`src/rtl/pmod_debounce.sv`:
```
// Per-bit synchroniser and debouncer for active-low PMOD buttons/switches feeding the adder.
// Define PMOD_PRESS_PULSE_EN to add the per-bit 'press' pulse output on 1->0 transitions.
module pmod_debounce #(
   parameter int WIDTH           = 3,
   parameter int SYNC_STAGES     = 2,
   parameter int DEBOUNCE_CYCLES = 250000
) (
   input  logic             clk,
   input  logic             rst,
   input  logic [WIDTH-1:0] pmod_raw,
   output logic [WIDTH-1:0] pmod_db,
   output logic             changed
`ifdef PMOD_PRESS_PULSE_EN
   ,
   output logic [WIDTH-1:0] press
`endif
);

   localparam int CW = $clog2(DEBOUNCE_CYCLES);
   localparam logic [CW-1:0] CNT_LAST = CW'(DEBOUNCE_CYCLES - 1);

   logic [WIDTH-1:0][SYNC_STAGES-1:0] sync_q;
   logic [WIDTH-1:0]                  s;
   logic [WIDTH-1:0][CW-1:0]          cnt_q;
   logic [WIDTH-1:0][CW-1:0]          cnt_d;
   logic [WIDTH-1:0]                  db_d;

   always_ff @(posedge clk) begin
      if (rst) begin
         sync_q <= '1;
      end else begin
         for (int unsigned i = 0; i < WIDTH; i++) begin
            sync_q[i] <= {sync_q[i][SYNC_STAGES-2:0], pmod_raw[i]};
         end
      end
   end

   always_comb begin
      s = '0;
      for (int unsigned i = 0; i < WIDTH; i++) begin
         s[i] = sync_q[i][SYNC_STAGES-1];
      end
   end

   // A match or an acceptance both return the count to zero, so the counter never exceeds CNT_LAST.
   always_comb begin
      db_d  = pmod_db;
      cnt_d = '0;
      for (int unsigned i = 0; i < WIDTH; i++) begin
         if (s[i] != pmod_db[i]) begin
            if (cnt_q[i] == CNT_LAST) begin
               db_d[i] = s[i];
            end else begin
               cnt_d[i] = cnt_q[i] + CW'(1);
            end
         end
      end
   end

   always_ff @(posedge clk) begin
      if (rst) begin
         cnt_q   <= '0;
         pmod_db <= '1;
         changed <= 1'b0;
      end else begin
         cnt_q   <= cnt_d;
         pmod_db <= db_d;
         changed <= |(db_d ^ pmod_db);
      end
   end

`ifdef PMOD_PRESS_PULSE_EN
   always_ff @(posedge clk) begin
      if (rst) begin
         press <= '0;
      end else begin
         press <= pmod_db & ~db_d;
      end
   end
`endif

endmodule

```
`config.mk`:
```
export PLATFORM = sky130hd
export DESIGN_NAME = pmod_debounce
export DESIGN_NICKNAME = d
export VERILOG_FILES = /design/src/rtl/pmod_debounce.sv
export SDC_FILE = /design/constraint.sdc
export NUM_CORES = 1
export LEC_CHECK = 0
export CORE_ASPECT_RATIO = 0.8
export CORE_MARGIN = 2
export CORE_UTILIZATION = 45
export DETAILED_ROUTE_END_ITERATION = 10
export SETUP_SLACK_MARGIN = 0.05
export SYNTH_ARGS = -nofsm -noshare
export SYNTH_HDL_FRONTEND = slang
export SYNTH_SLANG_ARGS = --single-unit
```
`constraint.sdc`:
```
create_clock -name clk -period 3.64 [get_ports clk]
set_input_delay 0.546 -clock clk [delete_from_list [all_inputs] [get_ports clk]]
set_output_delay 0.546 -clock clk [all_outputs]
set_load 0.01 [all_outputs]
```
==> metrics.txt, run 1 <==
Post-synth EDFFs 0; synthesized area per cell 8.766 um^2; metal2 WL 2.177 mm; endpoints failing setup 0; Fin. Hold Viols 0; critical path depth 4; clock transition at the registers of the reported paths 0.07 ns; worst min-delay path class flip-flop to flip-flop; CTS tree done; power per cell area ~440 mW/mm^2; CP top delay family simple AND/OR/NAND/NOR gates; fmax 460.4 MHz; fraction of synthesized area in multiplexers 0%; CTS Buf Count 9; slowest CP cell or4_1; largest family of logic cells by synthesized area simple AND/OR/NAND/NOR gates; run status complete, no violations; Worst Setup End Kind flip-flop; Crit path buffers/inverters 0; Fin Setup TNS 0 ns; FF-to-FF setup slack approximately 1.5 ns; clock latency on the worst-skew pair 0.34 ns; drc violations 0; Die H 74.51 um; worst vdd ir 0.0002200 V; Yosys warning total 0; crit path time final 2.172 ns; CTS Hold Bufs 0; I/O pin cnt 9; first-pass GRT wire length 8.956 mm; Die X 92.14 um; crit-path cells or4_1, or4b_4, o211ai_4, nor2_1; DP Wirelength 3.650 mm; cts repair resizes 0; post-CTS setup buffers 0; Worst Hold Depth 1; Synth Area in XOR/XNOR between 10 and 15%; cell taking the most area after synthesis dfxtp_1; Tightest Pin Transition 0.5097 ns; Starting Density roughly 47%; Synth Register Bits 64; most frequent cells after synthesis dfxtp_1, nor2_1, xnor2_1; Arr. time, crit path 2.38 ns; Synth Flop Type dfxtp_1; Clk Tree Root Cell clkbuf_8; Top Layer Used met4; post-synthesis sequential area ratio 45.82%; CTS max path bufs 2; Post-Syn Instances 319; CP peak stage delay between 0.5 and 0.6 ns; critical path type flip-flop to flip-flop; Post-DRT Antenna Nets 0; Slew Limit Fails 0; IO buf count 8; first drt pass iteration count 4; post-route cell area 0.003177 mm^2; Crit Path Max Fanout 17; leakage power total 0.0009866 uW; clk_skew around 0.0071 ns; grt total ovfl 0; Fillers about 560; fin nets 338; Post-Synth Adder-Cell Area between 1 and 1.5%; slew margin rel. 65.86%; FF-to-FF path depth 4; post-synthesis cell type count 33; Post-Synthesis Cell Area 0.002796 mm^2; Cell Area, Placed approximately 0.0029 mm^2; pin count of the biggest net entering global routing 19; vias in the first global route 1925; routed length on met3 266 um; area share of the largest cell type after synthesis 45.82%; Initial DRC Count 90; layout cells sized above 1 8.657%; total number of vias 2192; core area between 0.005 and 0.006 mm^2; asr flop ratio synth 0%; Max Cap Viol 0; crit start category flip-flop; clk sink count 64; Tcrit/Tclk final 59.67%; vias per cell 5.269; M1 wire length 2.791 mm; most numerous cell in the Yosys netlist dfxtp_1; final WL 5.294 mm; H-tree lvl count 3; Synth area leaders dfxtp_1, xnor2_1, nor2_1; n_diodes 0; DIE AREA between 0.006 and 0.007 mm^2; simple-gate share of the synthesized area roughly 30%; RSZ-0062 raised after global routing no; Wirelength per Cell 12.73 um; Tot GR Track Use between 10% and 20%; Area Overhead vs Synth 13.60%; worst path required time between 3 and 4 ns; initial antenna violation count 0; Final Wtd Congestion 0.8204; Site Rows 25; Compound-Gate Fraction of Synth Area 8.233%; syn_nets 327
where the power goes:
part / internal (uW) / switching [uW] / total [uW]
registers: 704 / 2.27 / 706
clock network: 406 / 277 / 683
logic: 8.56 / 10.1 / 18.6
total: 1120 / 289 / 1410
path summary, 6_finish.rpt:
check / from / endpoint
max: cnt_q[23]$_SDFF_PP0_ / cnt_q[22]$_SDFF_PP0_
min: sync_q[4]$_SDFF_PP1_ / s[2]$_SDFF_PP1_
max reg2reg: cnt_q[23]$_SDFF_PP0_ / cnt_q[22]$_SDFF_PP0_
min reg2reg: sync_q[4]$_SDFF_PP1_ / s[2]$_SDFF_PP1_
routing by layer:
metal  GRT usage, %  vias to the layer above
met5              0                        -
met4          6.468                        0
met3          6.890                        6
met2          23.94                       45
met1          22.74                      987
li1               -                     1154
metrics by stage:
stage / total power, uW / worst slack (ns) / util [%] / instances / hold WS [ns]
CTS: 1428 / 1.468 / 53.45 / 416 / 0.4121
floorplan: 733.4 / 1.656 / - / 319 / 0.3895
detailed placement: 741.1 / 1.489 / 49.58 / 400 / 0.3936
finish: 1408 / 1.468 / 53.45 / 416 / 0.4108
global route: 1466 / 1.365 / 53.45 / 416 / 0.4329
global placement: 740.7 / 1.499 / 49.58 / 400 / 0.3944
logic make-up (layout without fill, tap and decap cells):
logic type,Yosys count,count (layout)
buffers and inverters,21,37
adders and majority gates,3,3
AOI/OAI and AO/OA,37,37
xor gates and xnor gates,37,37
DFF,64,64
and+or+nand+nor,157,157
area by class of cell:
| cell class | instances | area (um^2) | share of cell area [%] |
|---|---|---|---|
| inverter | 11 | 41.29 | 1.300 |
| clock buffer | 10 | 137.6 | 4.332 |
| clock inverter | 6 | 92.59 | 2.915 |
| multi-input combinational | 234 | 1428 | 44.94 |
| tap | 81 | 101.3 | 3.190 |
| sequential | 64 | 1281 | 40.33 |
| timing repair buffer | 10 | 95.09 | 2.993 |
sequential cells by signal (all words and copies together), names as in the netlist:
| name | flops |
|---|---|
| cnt_q | 54 |
| pmod_db | 3 |
| changed | 1 |
| s | 3 |
| sync_q | 3 |
worst reg2reg max path: cells and delay by family, from the launching register on:
family	cells	cell delay, ns
simple gates	3	1.21
compound gates	1	0.47
flops	1	0.37
layout by cell type, fill, tap and decap left out, drive strengths merged, types with 3 or more instances in the layout:
| cell type | instances |
|---|---|
| ha | 3 |
| and2 | 4 |
| or4 | 10 |
| o31ai | 8 |
| xnor2 | 22 |
| clkbuf | 10 |
| dfxtp | 64 |
| clkdlybuf4s50 | 8 |
| nor3 | 5 |
| and4 | 4 |
| xor2 | 15 |
| o21ai | 11 |
| nor4 | 7 |
| or2 | 8 |
| nand3 | 20 |
| or3 | 11 |
| nand4 | 16 |
| nor2 | 47 |
| nand2 | 14 |
| a21oi | 14 |
| and3 | 6 |
| inv | 11 |
(Power assumes the default switching activity.)
==> run 2, diff against run 1 <==
- clock period: 3.64 -> 2 ns (I/O delays scaled with it)
==> run 2 against run 1 <==
Flip-flop and latch count unchanged. Critical path depth up 1. Fmax grew 13%. Wire length up 2.9%. Critical path type unchanged. Via count increased by 0.78%. Critical endpoint is now cnt_q[27]$_SDFF_PP0_.
==> metrics.txt, run 2 (synthesized netlist as in run 1, its figures left out) <==
power per cell area between 700 and 800 mW/mm^2; post-layout util 55.31%; DIE AREA a little under 0.007 mm^2; Clk pwr share 47.8%; run status complete, no violations; Initial DRC Count 91; grt total ovfl 0; DP Wirelength 3.762 mm; Worst Hold Launch sync_q[4]$_SDFF_PP1_; Flop pwr share 50.6%; total number of vias 2209; critical path type flip-flop to flip-flop; Area Overhead vs Synth 17.54%; most frequent cells in the layout dfxtp_1, nor2_1, xnor2_1; I/O pin cnt 9; Fin. Hold Viols 0; final WL 5.448 mm; endpoints failing setup 0; Die H 74.51 um; slew margin rel. 72.45%; RSZ-0062 raised after global routing yes; dpl cells 411; Starting Density 47.05%; Final Wtd Congestion 0.8420; most common cell after layout, fill and taps aside dfxtp_1; crit start category flip-flop; vias in the first global route 2017; IO buf count 8; H-tree lvl count 3; fin nets roughly 350; Post-DRT Antenna Nets 0; Site Rows 25; vias per cell 5.173; max reg flops 54; Arr. time, crit path 2.16 ns; Fin Setup TNS 0 ns; fmax roughly 520 MHz; Clk Tree Root Cell clkbuf_8; Max Cap Viol 0; clock latency on the worst-skew pair 0.34 ns; n_diodes 0; clk_skew 0.008728 ns; Slew Limit Fails 0; CTS max path bufs 2; Tcrit/Tclk final a little over nine tenths; CTS Hold Bufs 0; layout cells sized above 1 12.72%; Crit Path Max Fanout 7; first-pass GRT wire length 9.294 mm; Die X 92.14 um; crit path launch cnt_q[23]$_SDFF_PP0_; leakage power total 0.001048 uW; Wirelength per Cell 12.76 um; Tot GR Track Use between 10% and 20%; clk sink count 64; CTS Buf Count 9; sw frac between 10% and 20%; hold slack roughly 0.41 ns; core area 0.005943 mm^2; worst path required time 2.23 ns; worst min-delay path class flip-flop to flip-flop; clock transition at the registers of the reported paths roughly 0.070 ns; combinational share of power 1.7%; Fillers 557; largest reg by FF count cnt_q; initial antenna violation count 0; pin count of the biggest net entering global routing 19; drc violations 0; CTS tree done; R2R Path Start cnt_q[23]$_SDFF_PP0_; Tightest Pin Transition 0.4119 ns; sw power 502.8 uW; Non-Filler Instances around 430; crit path time final between 1.5 and 2 ns; Pint around 2000 uW; worst vdd ir 0.0003454 V; first drt pass iteration count 4; Worst Setup End Kind flip-flop
run 2: through the flow:
step           worst slack, ns  power, uW  cell area (um^2)
3_3_place_gp            0.1361       1355              3045
3_5_place_dp           0.09962       1355              3045
6_report               0.07239       2542              3287
5_1_grt                0.02171       2635              3287
2_1_floorplan          0.05263       1335              2800
4_1_cts                0.09868       2575              3259
run 2: power groups by stage:
| stage | sequential [uW] | combinational [uW] | clock, uW |
|---|---|---|---|
| 6_report | 1290 | 42.3 | 1210 |
| 5_1_grt | 1290 | 46.6 | 1300 |
| 4_1_cts | 1290 | 41.3 | 1250 |
| 3_5_place_dp | 1310 | 41.2 | 0 |
| 3_3_place_gp | 1310 | 41.3 | 0 |
| 2_1_floorplan | 1310 | 21.6 | 0 |
run 2: area by class of cell:
type | instances | area [um^2] | area share (%)
Clock buffer | 13 | 148.9 | 4.530
Tap cell | 81 | 101.3 | 3.083
Clock inverter | 3 | 65.06 | 1.979
Inverter | 11 | 41.29 | 1.256
Sequential cell | 64 | 1282 | 39.02
Timing Repair Buffer | 21 | 197.7 | 6.014
Multi-Input combinational cell | 234 | 1450 | 44.12
run 2: worst max-delay path: stages (launching register included):
cell and delay, ns:
dfxtp_2 0.32, or4_4 0.53, or4b_4 0.51, o211ai_4 0.24
buf_6 0.17, nor2_1 0.05
run 2: path summary, 6_finish.rpt:
check / end / slack [ns] / cells past startpoint
setup / recovery: cnt_q[27]$_SDFF_PP0_ / 0.07 / 5
hold / removal: s[2]$_SDFF_PP1_ / 0.41 / 1
setup reg to reg: cnt_q[27]$_SDFF_PP0_ / 0.07 / 5
hold reg to reg: s[2]$_SDFF_PP1_ / 0.41 / 1
run 2: metal layers:
layer  GRT usage, %  share of wire, %  up-vias
met5              0                 0        -
met4          4.975               1.2        0
met3          7.295               3.7        8
met2          26.39                42       24
met1          23.13                53     1000
li1               -                 -     1177
run 2: what timing repair did:
item | CTS | global route
setup buffers | 0 | 0
setup endpoints to repair | 0 | 14
resized for setup | 0 | 9
==> patch: new RTL, config.mk and constraints of run 2 <==
Set the parameter `DEBOUNCE_CYCLES` to 125000 (it was 250000).
--- a/src/rtl/pmod_debounce.sv
+++ b/src/rtl/pmod_debounce.sv
@@ -5,3 +5,3 @@
    parameter int SYNC_STAGES     = 2,
-   parameter int DEBOUNCE_CYCLES = 250000
+   parameter int DEBOUNCE_CYCLES = 125000
 ) (
Function: no difference found for any inputs over 10 cycles, from zero or initial values and one cycle with rst high; that may be too few to reach the edited logic, so the function may still have changed.
==> patch against run 2 <==
Total power increased by 2.3%; sequential share of layout area is 0.55 points lower; synthesized area is 5.1% lower; clock skew is 2.6 ps lower; setup slack better by 51 ps; routed wire length is 4.6% lower; cell area is 3.4% lower; sequential cell count down 3; core utilization up 1.8 points; highest routed layer unchanged.
==> patch: results (changes against run 2) <==
status: "complete, no violations"
largest_register_ff_count: 51  # -5.6%
grt_max_degree: 18  # -1
synth.top_cells.by_area: "dfxtp_1, xnor2_1, nor2_1, xor2_1, nand3_1"
relSlewSlack_pct: 71.7  # -0.71 points
drt_iter0_drc: 58  # -36%
cts.path.max_buffers: 2  # unchanged
vias: 2104  # -4.8%
cts-resized-gates: 0  # unchanged
synth_ff_type: "dfxtp_1"
dpl.hpwl_um: 3740  # -0.67%
cp_max_fo: 3  # -4
met1_usage_pct: 24.0  # +0.90 points
cts-root-buf: "clkbuf_8"
async_reset_ff_share_pct: 0  # unchanged
arrival_ps: 2110  # -50 ps
synth-compound-area-share_pct: 6.13  # -2.1 points
wl_um: 5200  # -4.6%
p_leak_nw: 1.01  # -4.0%
fillCellCount: 490  # -12%
synth.top_cells.by_count: "dfxtp_1, nor2_1, xnor2_1"
ys_types: 39  # +18%
nets: 330  # -5.4%
cts.clk_slew.worst_paths_ps: 70  # about the same
grt_antenna_before_repair: 0  # unchanged
gp_congestion: 0.846  # +0.45%
fin_skew_ps: 6.12  # -2.61 ps
syn_nets: 301  # -8.0%
cts_buffers: 9  # unchanged
gr-usage-met2_pct: 25.7  # -0.72 points
synth_xor_area_share_pct: 13.2  # +1.6 points
synth.mux.area_fraction_pct: 0.377  # +0.38 points
clock_latency_ps: 340  # about the same
seq_area_frac_synth_pct: 46.0  # +0.22 points
viasPerCell: 5.20  # +0.42%
dp_cells: 389  # -5.4%
grt_pass1_vias: 1967  # -2.5%
grt_first_pass_wirelength_um: 9150  # -1.6%
irDropWorstVdd_mv: 0.433  # +25%
grt.total_usage_pct: 18.0  # +0.57 points
use_met3_pct: 8.16  # +0.87 points
postSynthCellCount: 293  # -8.2%
drive_above_1_share_pct: 13.8  # +1.0 points
dpl_cell_area_um2: 2920  # -4.1%
synth_adder_area_share_pct: 1.42  # +0.073 points
post_cts_buffers: 0  # unchanged
-- patch: metrics by stage --
stage | utilization, % | hold WS (ps) | worst slack, ps
after CTS | 57.0 | 412 | 69.6
after global routing | 57.1 | 428 | 55.4
final | 57.1 | 410 | 124
after floorplan | - | 389 | 101
after detailed placement | 52.6 | 394 | 70.1
after global placement | 52.6 | 392 | 123
-- patch: worst max-delay path, cell delays in order (launching register included) --
cell and delay (ps):
dfxtp_1 370, ha_1 220, nand2_1 90, or2_4 250, or4_2 650, and3_1 200
-- patch: where the power goes --
group | switching [mW] | internal (mW)
Clock | 0.481 | 0.859
Combinational | 0.0168 | 0.0178
Sequential | 0.00362 | 1.22
-- patch: worst paths after layout --
path                                start  slack [ps]  cells past startpoint   endpoint
worst min-delay path            sync_q[2]         410                      1       s[1]
worst min register to register  sync_q[2]         410                      1       s[1]
worst max register to register  cnt_q[34]         120                      5  cnt_q[35]
worst max-delay path            cnt_q[34]         120                      5  cnt_q[35]
-- patch: cell families after synthesis --
family | after synthesis
AO/OA/AOI/OAI | 24
multiplexers | 1
XOR/XNOR | 40
adder cells (fa/ha/maj) | 3
flip-flops | 61
AND/OR/NAND/NOR | 151
buffers and inverters | 13
-- patch: layer usage --
layer,vias up,routed length (um)
met3,5,267
met4,0,62
met5,-,0
met1,958,2730
li1,1099,-
met2,42,2140
-- patch: area by class of cell --
type | instances | area, um^2 | area share, %
well taps | 78 | 97.6 | 3.07
flip-flops and latches | 61 | 1220 | 38.5
inverters | 7 | 26.3 | 0.828
multi-input cells | 219 | 1380 | 43.5
clock inverters | 6 | 110 | 3.47
repair buffers | 24 | 200 | 6.31
clock buffers | 10 | 138 | 4.34
